`src/rtl/result_drain.sv`:
```
// Result-row drain: frames controller rows, buffers them in a FWFT FIFO and
// streams them over valid/ready. Optional RESULT_DRAIN_ERR_CNT_EN adds err_cnt.
module result_drain #(
  parameter int DATAWIDTH  = 16,
  parameter int N_SIZE     = 5,
  parameter int ACC_WIDTH  = 2*DATAWIDTH,
  parameter int FIFO_DEPTH = 8,
  localparam int SEL_W     = (N_SIZE > 1) ? $clog2(N_SIZE) : 1,
  localparam int ROW_W     = N_SIZE*ACC_WIDTH
) (
  input  logic             clk,
  input  logic             rst_n,
  input  logic             row_valid_in,
  input  logic [SEL_W-1:0] row_sel_in,
  input  logic [ROW_W-1:0] row_data_in,
  output logic             m_valid,
  input  logic             m_ready,
  output logic [ROW_W-1:0] m_data,
  output logic [SEL_W-1:0] m_row,
  output logic             m_last,
  output logic             mat_done,
  output logic             busy,
  output logic             seq_err,
  output logic             ovf_err,
  input  logic             clear_err
`ifdef RESULT_DRAIN_ERR_CNT_EN
  ,
  output logic [7:0]       err_cnt
`endif
);

  // Handshake: a row leaves on every rising edge where m_valid && m_ready;
  // m_valid never depends on m_ready and the head is stable while stalled.

  localparam int PTR_W = (FIFO_DEPTH > 1) ? $clog2(FIFO_DEPTH) : 1;
  localparam int CNT_W = $clog2(FIFO_DEPTH + 1);
  localparam logic [SEL_W-1:0] LAST_SEL = SEL_W'(N_SIZE - 1);
  localparam logic [PTR_W-1:0] LAST_PTR = PTR_W'(FIFO_DEPTH - 1);
  localparam logic [CNT_W-1:0] FULL_CNT = CNT_W'(FIFO_DEPTH);

  typedef enum logic {IDLE = 1'b0, COLLECT = 1'b1} state_t;

  state_t           state_q, state_d;
  logic [SEL_W-1:0] exp_row_q, exp_row_d;
  logic [PTR_W-1:0] wr_ptr_q, rd_ptr_q;
  logic [CNT_W-1:0] count_q, count_d;
  logic             seq_err_q, ovf_err_q, mat_done_q;
  logic [ROW_W-1:0] hold_data_q;
  logic [SEL_W-1:0] hold_row_q;
  logic             hold_last_q;

  logic [ROW_W-1:0] mem_data_q [FIFO_DEPTH];
  logic [SEL_W-1:0] mem_row_q  [FIFO_DEPTH];
  logic             mem_last_q [FIFO_DEPTH];

  logic empty, full, pop, in_seq, seq_ev, push_req, ovf_ev, push, err_ev;

  function automatic logic [PTR_W-1:0] ptr_inc(input logic [PTR_W-1:0] p);
    return (p == LAST_PTR) ? '0 : p + 1'b1;
  endfunction

  assign empty    = (count_q == '0);
  assign full     = (count_q == FULL_CNT);
  assign pop      = !empty && m_ready;
  assign in_seq   = (state_q == IDLE) ? (row_sel_in == '0) : (row_sel_in == exp_row_q);
  assign seq_ev   = row_valid_in && !in_seq;
  // Out-of-order rows are still kept inside a frame; only IDLE drops them.
  assign push_req = row_valid_in && ((state_q == COLLECT) || (row_sel_in == '0));
  assign ovf_ev   = push_req && full && !pop;
  assign push     = push_req && !ovf_ev;
  assign err_ev   = seq_ev || ovf_ev;

  // Framing advances on every framed row, even one lost to overflow.
  always_comb begin
    state_d   = state_q;
    exp_row_d = exp_row_q;
    if (push_req) begin
      if (row_sel_in == LAST_SEL) begin
        state_d   = IDLE;
        exp_row_d = '0;
      end else begin
        state_d   = COLLECT;
        exp_row_d = row_sel_in + 1'b1;
      end
    end
  end

  always_comb begin
    count_d = count_q;
    if (push && !pop)      count_d = count_q + 1'b1;
    else if (!push && pop) count_d = count_q - 1'b1;
  end

  always_ff @(posedge clk or negedge rst_n) begin
    if (!rst_n) begin
      state_q     <= IDLE;
      exp_row_q   <= '0;
      wr_ptr_q    <= '0;
      rd_ptr_q    <= '0;
      count_q     <= '0;
      seq_err_q   <= 1'b0;
      ovf_err_q   <= 1'b0;
      mat_done_q  <= 1'b0;
      hold_data_q <= '0;
      hold_row_q  <= '0;
      hold_last_q <= 1'b0;
    end else begin
      state_q    <= state_d;
      exp_row_q  <= exp_row_d;
      count_q    <= count_d;
      seq_err_q  <= seq_ev || (seq_err_q && !clear_err);
      ovf_err_q  <= ovf_ev || (ovf_err_q && !clear_err);
      mat_done_q <= pop && mem_last_q[rd_ptr_q];
      if (push) wr_ptr_q <= ptr_inc(wr_ptr_q);
      if (pop) begin
        rd_ptr_q    <= ptr_inc(rd_ptr_q);
        hold_data_q <= mem_data_q[rd_ptr_q];
        hold_row_q  <= mem_row_q[rd_ptr_q];
        hold_last_q <= mem_last_q[rd_ptr_q];
      end
    end
  end

  always_ff @(posedge clk) begin
    if (push) begin
      mem_data_q[wr_ptr_q] <= row_data_in;
      mem_row_q[wr_ptr_q]  <= row_sel_in;
      mem_last_q[wr_ptr_q] <= (row_sel_in == LAST_SEL);
    end
  end

  // When empty the last popped row stays visible (all zero after reset).
  assign m_valid  = !empty;
  assign m_data   = empty ? hold_data_q : mem_data_q[rd_ptr_q];
  assign m_row    = empty ? hold_row_q  : mem_row_q[rd_ptr_q];
  assign m_last   = empty ? hold_last_q : mem_last_q[rd_ptr_q];
  assign mat_done = mat_done_q;
  assign busy     = !empty || (state_q == COLLECT);
  assign seq_err  = seq_err_q;
  assign ovf_err  = ovf_err_q;

`ifdef RESULT_DRAIN_ERR_CNT_EN
  logic [7:0] err_cnt_q;

  always_ff @(posedge clk or negedge rst_n) begin
    if (!rst_n)                             err_cnt_q <= '0;
    else if (clear_err)                     err_cnt_q <= err_ev ? 8'd1 : 8'd0;
    else if (err_ev && err_cnt_q != 8'hFF)  err_cnt_q <= err_cnt_q + 8'd1;
  end

  assign err_cnt = err_cnt_q;
`endif

endmodule

```
`config.mk`:
```
export PLATFORM = sky130hd
export DESIGN_NAME = result_drain
export DESIGN_NICKNAME = d
export VERILOG_FILES = /design/src/rtl/result_drain.sv
export SDC_FILE = /design/constraint.sdc
export NUM_CORES = 2
export LEC_CHECK = 0
export BUFFER_PORTS_ARGS = -buffer_cell sky130_fd_sc_hd__buf_2
export CORE_MARGIN = 5
export CORE_UTILIZATION = 54
export DETAILED_ROUTE_END_ITERATION = 7
export GPL_TIMING_DRIVEN = 0
export PLACE_DENSITY = 0.87
export SLEW_MARGIN = 20
export SYNTH_ARGS = -nofsm -noshare
export SYNTH_HDL_FRONTEND = slang
export SYNTH_SLANG_ARGS = --single-unit
```
`constraint.sdc`:
```
create_clock -name clk -period 13.7 [get_ports clk]
set_input_delay 2.74 -clock clk [delete_from_list [all_inputs] [get_ports clk]]
set_output_delay 2.74 -clock clk [all_outputs]
set_load 0.05 [all_outputs]
```
==> results.md <==
* Status: finished, final reports clean
* Largest family of logic cells by synthesized area: multiplexers
* Vias post-DR at 34786
* First drt pass iteration count at 6
* Top fanout value on the critical path at 10
* Layout cells sized above 1 at 0.269
* VDD IR max at 0.261 mV
* Number of clock sinks at between 1000 and 1500
* CTS buffer count at 147
* Yosys warnings at 0
* Crit-path slowest cell: nor4_4
* Xor-xnor portion of the synthesized cell area at 0.000752
* Post-Place Cells at around 5300
* Post-synth net total at around 3600
* Mux cell area share after synthesis at 0.121
* Kind of critical path: reg -> out
* Post-cts resize count at 0
* Leakage at ~0.024 uW
* Seq/Total Area, Yosys at 0.754
* Largest net degree at the start of global routing at 80
* Mapped Area at 0.0582 mm2
* Critical path cell sequence: nor4_4 > buf_4 > buf_2 > clkbuf_1 > nand2_1 > o21ai_1 > buf_2
* Top cells by area, synth: edfxtp_1 (68%), dfrtp_1 (7.8%), mux2_2 (6.4%), mux2i_1 (5.7%), o21ai_1 (2.8%)
* CP Launch Type: register
* Final Non-Filler Cells at 5589
* Final WL at approximately 160000 um
* Die Area at around 0.11 mm2
* Top cell family by delay on the critical path: buffers and inverters
* Area Overhead vs Synth at 18.1%
* Largest area contributor in the netlist: edfxtp_1
* RSZ-0062 raised after global routing: false
* Vias in the first global route at roughly 36000
* Fin nets at about 4200
* Most used DFF post-synth: edfxtp_1
* CP peak stage delay at 0.79 ns
* DRC Markers at 0
* Hold_ws at between 0.4 and 0.5 ns
* Final setup violation count at 0
* Placement Setup Slack at between 7 and 8 ns
* Post-layout minimum cycle time at just over 7 ns
* Synth top area share at 0.676
* EDFF count, synth at around 1300
* Worst Path Buf+Inv at 4
* HP Class: reg -> reg
* Core area at 0.107 mm2
* Die height at 338 um
* Post-synth ARST share at 0.121
* Clock root cell: clkbuf_16
* Max frequency at between 100 and 150 MHz
* Pwr Density at 249 mW/mm2
* Gate Count Post-Synth at 3445
* CTS tree: done
* First DRT Iteration DRCs at 4660
* Max-slew violation count at 0
* Post-CTS Hold Fix Bufs at 0
* Number of routed nets with antenna violations at 0
* Slew margin rel. at 0.283
* Skew-Pair Late Insertion Delay at around 0.76 ns
* Top Ports at about 340
* Post-route setup TNS at 0 ns
* Row count at 120
* Crit path DAT at between 4 and 5 ns
* Worst setup EP type: output port
* Global route overflow at 0
* Yosys cell types at between 40 and 50
* DPL Wire Length at about 99000 um
* Post-synthesis area per instance at around 17 um2
* MaxCap Viol Count at 0
* Port Buffers at between 300 and 400
* First-pass GRT wire length at 229000 um
* Longest Clk Path Bufs at 3
* Yosys reg bits at ~1500
* Worst-path clk slew at 0.06 ns
* Total Routing Usage GR at 0.266
* Adder-cell area share of the yosys netlist at 0.00228
* Post-synthesis compound-gate area fraction at 0.0762
* WL/cell at roughly 28 um
* Most frequent CP cell: buf_2
* Final period utilization at 0.531
* Setup ws final at between 6 and 7 ns
* Routability cong. at just under 0.8
* Tightest Pin Transition at approximately 1.1 ns
* Final hold vios at 0
* H-tree levels at 4
* DIE WIDTH at approximately 340 um
* Initial antenna violation count at between 50 and 60
* Design Power at between 15000 and 20000 uW
* Postcts setup bufs at 0
* Post-synthesis simple-gate area fraction at 0.0252
* Initial core utilization at 0.544
* Vias/cell at slightly above 6
* Worst EP required at approximately 11 ns
* Max Clock Skew at 0.0298 ns
## metal layers
layer,share of wire,wire (um),global-route usage
met2,0.49,76000,0.436
met4,0.045,7090,0.119
met5,0.00083,130,0
met1,0.36,56800,0.340
met3,0.10,16100,0.0657
## placed cells by master (no fill, tap or decap), types with 27 or more instances in the layout
| cell type | n |
|---|---|
| clkbuf_16 | 151 |
| clkbuf_1 | 110 |
| o22ai_1 | 163 |
| mux2_2 | 329 |
| diode_2 | 43 |
| mux2i_1 | 331 |
| buf_4 | 62 |
| edfxtp_1 | 1312 |
| dfrtp_1 | 181 |
| o21ai_1 | 328 |
| a221o_1 | 163 |
| buf_12 | 27 |
| buf_16 | 35 |
| nand2_1 | 340 |
| buf_2 | 385 |
## metrics by stage
stage | area (um2) | utilization
after floorplan | 58300 | -
final | 68800 | 0.643
after global placement | 61700 | 0.576
after detailed placement | 63700 | 0.595
after global routing | 68700 | 0.642
after CTS | 68700 | 0.642
## synthesized netlist by cell type, drive strengths merged, types with 2 or more instances
| cell type | n |
|---|---|
| edfxtp | 1312 |
| inv | 9 |
| buf | 143 |
| clkbuf | 77 |
| mux2 | 330 |
| a221o | 163 |
| o21ai | 337 |
| ha | 9 |
| nand2 | 341 |
| nand2b | 7 |
| a21o | 2 |
| o31ai | 3 |
| o22ai | 163 |
| xnor2 | 2 |
| mux2i | 331 |
| nor2b | 2 |
| xor2 | 3 |
| dfrtp | 181 |
| nor3 | 6 |
| and2 | 2 |
| nor2 | 9 |
## sequential cells by signal, summed over array words and instances (netlist names), 4 cells and up
register and count:
mem_data_q 1280, hold_data_q 160, mem_row_q 24, mem_last_q 8, count_q 4
## logic make-up after synthesis
| group | after synthesis |
|---|---|
| flip-flops | 1493 |
| AO/OA/AOI/OAI | 675 |
| adder cells (fa/ha/maj) | 10 |
| multiplexers | 661 |
| buffers and inverters | 229 |
| XOR/XNOR | 5 |
| AND/OR/NAND/NOR | 372 |
## report_power, final
group | switching (uW) | internal, uW | total (uW)
Combinational | 4920 | 2100 | 7020
Sequential | 252 | 5660 | 5910
Clock | 1720 | 2460 | 4180
Total | 6890 | 10200 | 17100
## worst paths after layout
kind	startpoint	endpoint	slack [ns]	cells after the start
max reg2reg	count_q[1]$_DFFE_PN0P_	count_q[3]$_DFFE_PN0P_	9.75	13
min	hold_data_q[153]$_DFFE_PN0N_	hold_data_q[153]$_DFFE_PN0N_	0.48	2
max in group asynchronous	rst_n	hold_data_q[121]$_DFFE_PN0N_	11.00	2
min in group asynchronous	rst_n	hold_data_q[43]$_DFFE_PN0N_	1.84	1
max	count_q[1]$_DFFE_PN0P_	m_data[64]	6.42	7
min reg2reg	hold_data_q[153]$_DFFE_PN0N_	hold_data_q[153]$_DFFE_PN0N_	0.48	2
## worst register-to-register path: cells and delay by family, from the launching register on
kind	cells	cell delay (ns)
and+or+nand+nor	2	1.00
adders and majority gates	2	0.54
DFF	1	0.46
AOI/OAI and AO/OA	3	0.72
buffers and inverters	6	1.08
## cell type report
| type | count | area [um2] |
|---|---|---|
| Clock buffer | 199 | 4080 |
| Inverter | 9 | 33.8 |
| Tap cell | 1403 | 1760 |
| Buffer | 220 | 1180 |
| Clock inverter | 75 | 953 |
| Fill cell | 6949 | 38300 |
| Sequential cell | 1493 | 43900 |
| Timing Repair Buffer | 424 | 3580 |
| Antenna cell | 43 | 108 |
| Multi-Input combinational cell | 1723 | 13200 |
Power figures use the tool's default switching activity.
